`src/rtl/div_unit_pkg.sv`:
```
// rtl/div_unit_pkg.sv - shared divider state codes, handshake levels and aluop codes
package div_unit_pkg;

    typedef enum logic [1:0] {
        DIV_FREE   = 2'b00,
        DIV_BYZERO = 2'b01,
        DIV_ON     = 2'b10,
        DIV_END    = 2'b11
    } div_state_t;

    localparam logic DivResultReady    = 1'b1;
    localparam logic DivResultNotReady = 1'b0;
    localparam logic DivStart          = 1'b1;
    localparam logic DivStop           = 1'b0;

    localparam logic [7:0] EXE_DIV_OP  = 8'b0001_1010;
    localparam logic [7:0] EXE_DIVU_OP = 8'b0001_1011;

endpackage

```
`src/rtl/div_step.sv`:
```
// rtl/div_step.sv - one combinational restoring-division step on {rem, quo}
module div_step #(
    parameter int WIDTH = 32
) (
    input  logic [2*WIDTH-1:0] acc,
    input  logic [WIDTH-1:0]   divisor,
    output logic [2*WIDTH-1:0] acc_next
);

    logic [WIDTH:0]   partial;
    logic [WIDTH+1:0] diff;
    logic             borrow;

    // The shifted remainder needs WIDTH+1 bits: it can reach 2*divisor-1.
    always_comb begin
        partial  = acc[2*WIDTH-1:WIDTH-1];
        diff     = {1'b0, partial} - {2'b00, divisor};
        borrow   = diff[WIDTH+1];
        acc_next = {borrow ? partial[WIDTH-1:0] : diff[WIDTH-1:0],
                    acc[WIDTH-2:0], ~borrow};
    end

endmodule

```
`src/rtl/div_unit.sv`:
```
// rtl/div_unit.sv - multi-cycle restoring DIV/DIVU unit with start/ready handshake
module div_unit
    import div_unit_pkg::*;
#(
    parameter int WIDTH = 32,
    parameter int CNT_W = 6
) (
    input  logic               clk,
    input  logic               rst,
    input  logic               signed_div_i,
    input  logic [WIDTH-1:0]   opdata1_i,
    input  logic [WIDTH-1:0]   opdata2_i,
    input  logic               start_i,
    input  logic               annul_i,
    output logic [2*WIDTH-1:0] result_o,
    output logic               ready_o
);

    div_state_t         state;
    logic [CNT_W-1:0]   cnt;
    logic [2*WIDTH-1:0] acc;
    logic [2*WIDTH-1:0] acc_next;
    logic [WIDTH-1:0]   divisor;
    logic               neg_quo;
    logic               neg_rem;
    logic [WIDTH-1:0]   mag1;
    logic [WIDTH-1:0]   mag2;
    logic [WIDTH-1:0]   quo_fix;
    logic [WIDTH-1:0]   rem_fix;

    always_comb begin
        mag1    = (signed_div_i && opdata1_i[WIDTH-1]) ? -opdata1_i : opdata1_i;
        mag2    = (signed_div_i && opdata2_i[WIDTH-1]) ? -opdata2_i : opdata2_i;
        quo_fix = neg_quo ? -acc[WIDTH-1:0] : acc[WIDTH-1:0];
        rem_fix = neg_rem ? -acc[2*WIDTH-1:WIDTH] : acc[2*WIDTH-1:WIDTH];
    end

    div_step #(.WIDTH(WIDTH)) u_step (
        .acc      (acc),
        .divisor  (divisor),
        .acc_next (acc_next)
    );

    always_ff @(posedge clk) begin
        if (rst) begin
            state    <= DIV_FREE;
            cnt      <= '0;
            acc      <= '0;
            divisor  <= '0;
            neg_quo  <= 1'b0;
            neg_rem  <= 1'b0;
            result_o <= '0;
            ready_o  <= DivResultNotReady;
        end else begin
            case (state)
                DIV_FREE: begin
                    ready_o  <= DivResultNotReady;
                    result_o <= '0;
                    if (start_i == DivStart && !annul_i) begin
                        cnt <= '0;
                        if (opdata2_i == '0) begin
                            state <= DIV_BYZERO;
                        end else begin
                            state   <= DIV_ON;
                            acc     <= {{WIDTH{1'b0}}, mag1};
                            divisor <= mag2;
                            neg_quo <= signed_div_i && (opdata1_i[WIDTH-1] ^ opdata2_i[WIDTH-1]);
                            neg_rem <= signed_div_i && opdata1_i[WIDTH-1];
                        end
                    end
                end
                // Two cycles here so a zero divisor reports ready two edges after acceptance.
                DIV_BYZERO: begin
                    if (cnt == CNT_W'(1)) begin
                        state    <= DIV_END;
                        cnt      <= '0;
                        result_o <= '0;
                        ready_o  <= DivResultReady;
                    end else begin
                        cnt <= cnt + 1'b1;
                    end
                end
                DIV_ON: begin
                    if (annul_i) begin
                        state    <= DIV_FREE;
                        cnt      <= '0;
                        result_o <= '0;
                        ready_o  <= DivResultNotReady;
                    end else if (cnt == CNT_W'(WIDTH)) begin
                        state    <= DIV_END;
                        cnt      <= '0;
                        result_o <= {rem_fix, quo_fix};
                        ready_o  <= DivResultReady;
                    end else begin
                        acc <= acc_next;
                        cnt <= cnt + 1'b1;
                    end
                end
                DIV_END: begin
                    if (start_i == DivStop) begin
                        state    <= DIV_FREE;
                        result_o <= '0;
                        ready_o  <= DivResultNotReady;
                    end
                end
                default: state <= DIV_FREE;
            endcase
        end
    end

endmodule

```
`config.mk`:
```
export PLATFORM = sky130hd
export DESIGN_NAME = div_unit
export DESIGN_NICKNAME = d
export VERILOG_FILES = /design/src/rtl/div_unit_pkg.sv /design/src/rtl/div_step.sv /design/src/rtl/div_unit.sv
export SDC_FILE = /design/constraint.sdc
export NUM_CORES = 1
export LEC_CHECK = 0
export ABC_CLOCK_PERIOD_IN_PS = 2460
export CORE_MARGIN = 3
export CORE_UTILIZATION = 52
export CTS_CLUSTER_DIAMETER = 30
export DETAILED_ROUTE_END_ITERATION = 10
export PLACE_DENSITY = 0.8
export SLEW_MARGIN = 20
export SYNTH_ARGS = -nofsm -noshare
export SYNTH_HDL_FRONTEND = slang
export SYNTH_HIERARCHICAL = 1
export SYNTH_SLANG_ARGS = --single-unit
```
`constraint.sdc`:
```
create_clock -name clk -period 2.46 [get_ports clk]
set_input_delay 0.369 -clock clk [delete_from_list [all_inputs] [get_ports clk]]
set_output_delay 0.369 -clock clk [all_outputs]
set_load 0.05 [all_outputs]
```
-- Word level (Yosys, flattened, before mapping)
Cells that the tools add are included.
- register bits: 171
- latch bits: 0
- bits in writable memories: 0
- bits in read-only memories: 0
- input port bits: 69
- output and inout bits: 65
- word-level logic and storage cells: 75
- memories kept: 0
- add/subtract/negate cells: 6
- multiply operators: 0
- divide/modulo/power cells: 0
- magnitude comparators: 0
- eq/ne operators: 12
- shifts and indexed selects: 0
- muxes and demuxes: 32
- bitwise operators: 3
- reduce and logical (&&, ||, !) cells: 14
- operators by type and width (kind ; count):
    $mux W64 ; 8
    $pmux W64 S4 ; 1
    $mux W32 ; 5
    $neg A32 Y32 ; 4
    $pmux W64 S2 ; 1
    $sub A33 B32 Y34 ; 1
    $logic_not A32 Y1 ; 1
    $mux W6 ; 4
    $pmux W6 S3 ; 1
    $mux W2 ; 6
    $ne A2 B2 Y1 const B ; 6
    $pmux W2 S4 ; 1
    $add A6 B1 Y6 const B ; 1
    $eq A6 B1 Y1 const B ; 1
    $eq A6 B6 Y1 const B ; 1
    $reduce_and A3 Y1 ; 2
    $reduce_and A5 Y1 ; 1
    $eq A2 B2 Y1 const B ; 2
    $logic_and A1 B1 Y1 ; 4
    $mux W1 ; 4
    $pmux W1 S4 ; 1
    $reduce_and A4 Y1 ; 1
    $ne A3 B3 Y1 const B ; 1
    $reduce_bool A3 Y1 ; 1
    other kinds (7) ; 8

-- Longest topological paths before layout
- word-level depth: 5
- gate-level depth with buffers: 14
- gate-level depth less buffers: 13

-- Cells and area by module
The synthesis kept the hierarchy.
- modules (own cells, without submodules) (module ; instances ; cells each ; area each (µm²) ; seq. area each (µm²)):
    div_unit ; 1 ; 1142 ; 9013.6 ; 3423.3
    div_step ; 1 ; 403 ; 2606.2 ; 0.0

-- Worst setup path before layout
No wires, ideal clock.
- path kind: register to register
- start point: register acc[31]
- end point: register acc[62]
- setup time: 0.070 ns
- arrival: 2.449 ns
- data required time: 2.390 ns
- path slack: -0.059 ns
- stages on the path, launching flop included: 14
- buffers on the path: 0
- period minus slack after synthesis: 2.519 ns
- path through: dfxtp_1 -> inv_1 -> ha_1 -> inv_1 -> fa_1 -> a21o_1 -> a31oi_2 -> nor3_1 -> a31oi_2 -> o21a_2 -> o21ai_0 -> a221oi_1 -> nand3_1 -> a21oi_1
- cells in the longest elaborated chain, start to end: 5
- ends and longest elaborated chain (item ; RTL line ; text):
    start: declaration ; div_unit.sv:21 ; logic [2*WIDTH-1:0] acc;
    start signal: assignment ; div_unit.sv:65 ; acc <= {{WIDTH{1'b0}}, mag1};
    start signal: assignment ; div_unit.sv:95 ; acc <= acc_next;
    $sub A33 B32 Y34 ; div_step.sv:17 ; diff = {1'b0, partial} - {2'b00, divisor};
    $mux W32 ; div_step.sv:19 ; acc_next = {borrow ? partial[WIDTH-1:0] : diff[WIDTH-1:0],
    net acc_next[62] ; div_unit.sv:22 ; logic [2*WIDTH-1:0] acc_next;
    $mux W64 ; div_unit.sv:89 ; end else if (cnt == CNT_W'(WIDTH)) begin
    $mux W64 ; div_unit.sv:84 ; if (annul_i) begin
    $pmux W64 S2 ; div_unit.sv:55 ; case (state)
The timed path passes the listed nets, and every way through them passes these cells. The select of a mux whose other input is x is not followed.
A chain may end at the register's enable or synchronous reset.

-- Final worst setup path
- start point: register divisor[8]
- end point: register acc[32]
- cells in the longest elaborated chain, start to end: 5
- ends and longest elaborated chain (item ; RTL line ; text):
    start: declaration ; div_unit.sv:23 ; logic [WIDTH-1:0] divisor;
    start signal: assignment ; div_unit.sv:66 ; divisor <= mag2;
    $sub A33 B32 Y34 ; div_step.sv:17 ;
    $mux W32 ; div_step.sv:19 ;
    net acc_next[32] ; div_unit.sv:22 ;
    $mux W64 ; div_unit.sv:89 ;
    $mux W64 ; div_unit.sv:84 ;
    $pmux W64 S2 ; div_unit.sv:55 ;
The timed path passes the listed nets, and every way through them passes these cells. The select of a mux whose other input is x is not followed.

==> summary.txt <==
CTS
  – CTS tree: built
  – CTS root buf: clkbuf_16
  – # clock sinks: 171
  – Clock Pin Slew Worst Setup and Hold Paths: 70 ps
  – Clock Tree Buf Depth: 2
  – Hold_buf cts: 0
  – CTS buffer count: 17
  – H-tree depth: 4
  – Worst skew pair latency: 450 ps

Die
  – Initial Util: 0.5308
  – Cell row count: 54
  – I/O Pins: 134
  – Core outline area: 21890 µm²
  – Area of the die: 24180 µm²
  – Die Height: 155.5 µm
  – Chip Width: 155.5 µm

Drt
  – Routed len/inst: 19.81 µm
  – Post-DR vias/cell: 6.262
  – Via count: 13750
  – Post-DRT Antenna Nets: 0
  – DRC Markers: 0
  – Initial DRC count: 1737
  – First-pass detailed-route iteration total: 7
  – Final WL: 43510 µm

Synth
  – Share of synthesized registers carrying an async set or reset: 0
  – Synthesized area per cell: 7.521 µm²
  – #FFs+latches synth: 171
  – Yosys warning count: 6
  – EDFF count, synth: 0
  – Synth Cell Area: 11620 µm²
  – Synth Net Count: 1659
  – Ys flop type: dfxtp_1
  – Sequential area share after synthesis: 0.2946
  – Gate Count Post-Synth: 1545
  – Distinct cells, synth: 81

Timing
  – Relative slew slack: 0.5152
  – Tmin final: 2837 ps
  – Final Hold Fails: 0
  – F_max: 352.5 MHz
  – Worst setup margin: -377.2 ps
  – Fin. max-slew vios: 0
  – RSZ-0062 raised after global routing: yes
  – Final Skew: 12.06 ps
  – Worst Tran Pin Value: 727.3 ps
  – Period utilisation layout: 1.153
  – Count of final setup violators: 38

Global routing
  – Largest net degree at the start of global routing: 63
  – Global route overflow: 0
  – Vias in the first global route: 12510
  – Initial antenna violation count: 0
  – Tot GR Track Use: 0.3269
  – First-pass GRT wire length: 65120 µm

Setup path
  – Flop2flop setup slack: -380 ps
  – Critical-path maximum fanout: 6
  – Worst setup path category: flop to flop
  – Reg-to-Reg Start: divisor[8]
  – Worst Setup SP: divisor[8]
  – Cell breakdown of the critical path: inv_1, ha_4, a21oi_1, o21ai_2, a21oi_2, a311oi_4, nor3_4, buf_6, inv_8, buf_4, buf_6, a21oi_2, nand3_1, a21oi_1
  – Worst setup endpoint: acc[32]
  – Worst setup SP type: flop
  – Worst flop-to-flop path endpoint: acc[32]
  – Arrival time at the worst endpoint: 3200 ps
  – Crit path largest cell delay: 330 ps
  – CP Capture Type: flop
  – Worst R2R Path Depth: 14
  – Required @ worst endpoint: 2820 ps
  – CP max stage cell: dfxtp_1

Layout
  – ANT cells: 0
  – Register area: 3446 µm²
  – Layout fillers: 1405
  – Net count, final: 2017
  – Post-route cell area: 17060 µm²
  – Layout cells sized above 1: 0.2850
  – P&R area growth vs syn: 46.83%
  – Area occupied by multi-input gates: 8238 µm²

Run
  – Maxcap violations: 0

Pwr
  – Peak supply drop: 493.0 µV
  – Power density cells: 664.7 nW/µm²
  – Leak: 6.925 nW

Status
  – Status: complete, but fails checks
  – Failing checks: negative setup slack

Place
  – Routability cong.: 0.9752
  – DP Worst Slack: -498.1 ps
  – Dpl cell area: 14890 µm²
  – Port-buffer cells: 133
  – HPWL after DPL: 27330 µm

Hold path
  – Path type of the worst min-delay path: input port to flop
kinds of logic after synthesis:
group           after synthesis  share of synthesized area
flops                       171                     0.2946
xor+xnor                    142                     0.1070
compound gates              470                     0.2562
buf+inv                     184                    0.07516
mux                           9                   0.008506
simple gates                524                     0.2094
fa+ha+maj                    45                    0.04910
area by class of cell:
type / count / share of cell area
repair buffers: 456 / 0.2424
well taps: 280 / 0.02053
inverters: 67 / 0.01533
clock buffers: 17 / 0.02493
multi-input cells: 1190 / 0.4828
clock inverters: 15 / 0.01203
flip-flops and latches: 171 / 0.2020
critical path: cells and delay by family (launching register included):
| family | cells | cell delay [ps] |
|---|---|---|
| flops | 1 | 330 |
| compound gates | 6 | 1260 |
| simple gates | 2 | 370 |
| fa+ha+maj | 1 | 250 |
| buf+inv | 5 | 540 |
worst min-delay path by stage:
| stage | start | endpoint | slack (ps) | cells past startpoint |
|---|---|---|---|---|
| 2_1_floorplan | divisor[8] | divisor[8] | 430 | 2 |
| 3_3_place_gp | result_o[14] | result_o[14] | 430 | 2 |
| 3_5_place_dp | result_o[20] | result_o[20] | 440 | 2 |
| 4_1_cts | result_o[30] | result_o[30] | 450 | 2 |
| 5_1_grt | opdata2_i[1] | divisor[1] | 340 | 4 |
| 6_report | opdata2_i[0] | divisor[0] | 300 | 4 |
per-layer routing:
metal / wire length, µm / part of all wire / GRT usage / up-vias
met4: 1984 / 0.046 / 0.1184 / 0
met1: 17060 / 0.39 / 0.4353 / 6404
met2: 19630 / 0.45 / 0.5266 / 936
met3: 4837 / 0.11 / 0.06565 / 215
met5: 0 / 0 / 0 / -
li1: - / - / - / 6196
what timing repair did:
item / in CTS / in global routing
gates resized for setup: 172 / 113
pin swaps: 98 / 49
setup endpoints to repair: 43 / 121
cloned: 5 / 0
setup buffers: 30 / 15
cells in the mapped netlist (all sizes together) (4+ instances only):
cell type	count	share of area
o21bai	4	0.0026
a31oi	18	0.011
or2	9	0.0048
o21ai	150	0.065
buf	59	0.035
mux2	4	0.0042
o221ai	9	0.0068
mux2i	5	0.0043
dfxtp	171	0.29
nand2	219	0.071
xor2	82	0.062
o211ai	13	0.0084
a211oi	16	0.011
or4	16	0.011
o31ai	40	0.028
or3	18	0.010
a2111oi	4	0.0030
nor2	109	0.035
and2	4	0.0022
a22oi	15	0.0097
xnor2	60	0.045
nor3	25	0.012
nor4	14	0.0088
a21oi	126	0.055
o21a	7	0.0046
ha	44	0.047
a41oi	4	0.0030
o41ai	17	0.013
nand2b	10	0.0054
nand3	65	0.028
a21o	16	0.010
clkbuf	58	0.019
a31o	4	0.0030
inv	66	0.021
and3	5	0.0027
nand4	16	0.0092
registers in the layout, indices dropped and copies added, names as in the netlist:
register  flops
acc          64
result_o     64
divisor      32
cnt           6
state         2
neg_quo       1
neg_rem       1
ready_o       1
per-stage QoR:
| step | setup TNS [ps] | hold WS (ps) | instances | total power, mW | util |
|---|---|---|---|---|---|
| after floorplan | 0 | 431.9 | 1545 | 5.811 | - |
| after global placement | -32950 | 433.6 | 2116 | 7.201 | 0.6802 |
| after detailed placement | -39090 | 440.8 | 2116 | 7.289 | 0.6802 |
| after CTS | -3249 | 451.5 | 2182 | 10.70 | 0.7552 |
| after global routing | -12410 | 343.4 | 2196 | 11.81 | 0.7794 |
| final | -8774 | 297.7 | 2196 | 11.34 | 0.7794 |
layout by cell type (no fill, tap or decap), drive strengths merged, types with 19 or more instances in the layout:
master	netlist	layout
a21oi	126	126
buf	59	323
clkbuf	58	19
clkdlybuf4s50	0	118
dfxtp	171	171
ha	44	44
inv	66	72
nand2	219	219
nand3	65	65
nor2	109	109
nor3	25	25
o21ai	150	150
o31ai	40	40
xnor2	60	60
xor2	82	82
report_power, final:
group          internal [mW]  leakage (nW)  switching, mW
sequential              2.98          1.39          0.206
combinational           2.29          5.23           3.00
clock                   1.48         0.305           1.39
Note: power is estimated with default switching activity, not from simulation.
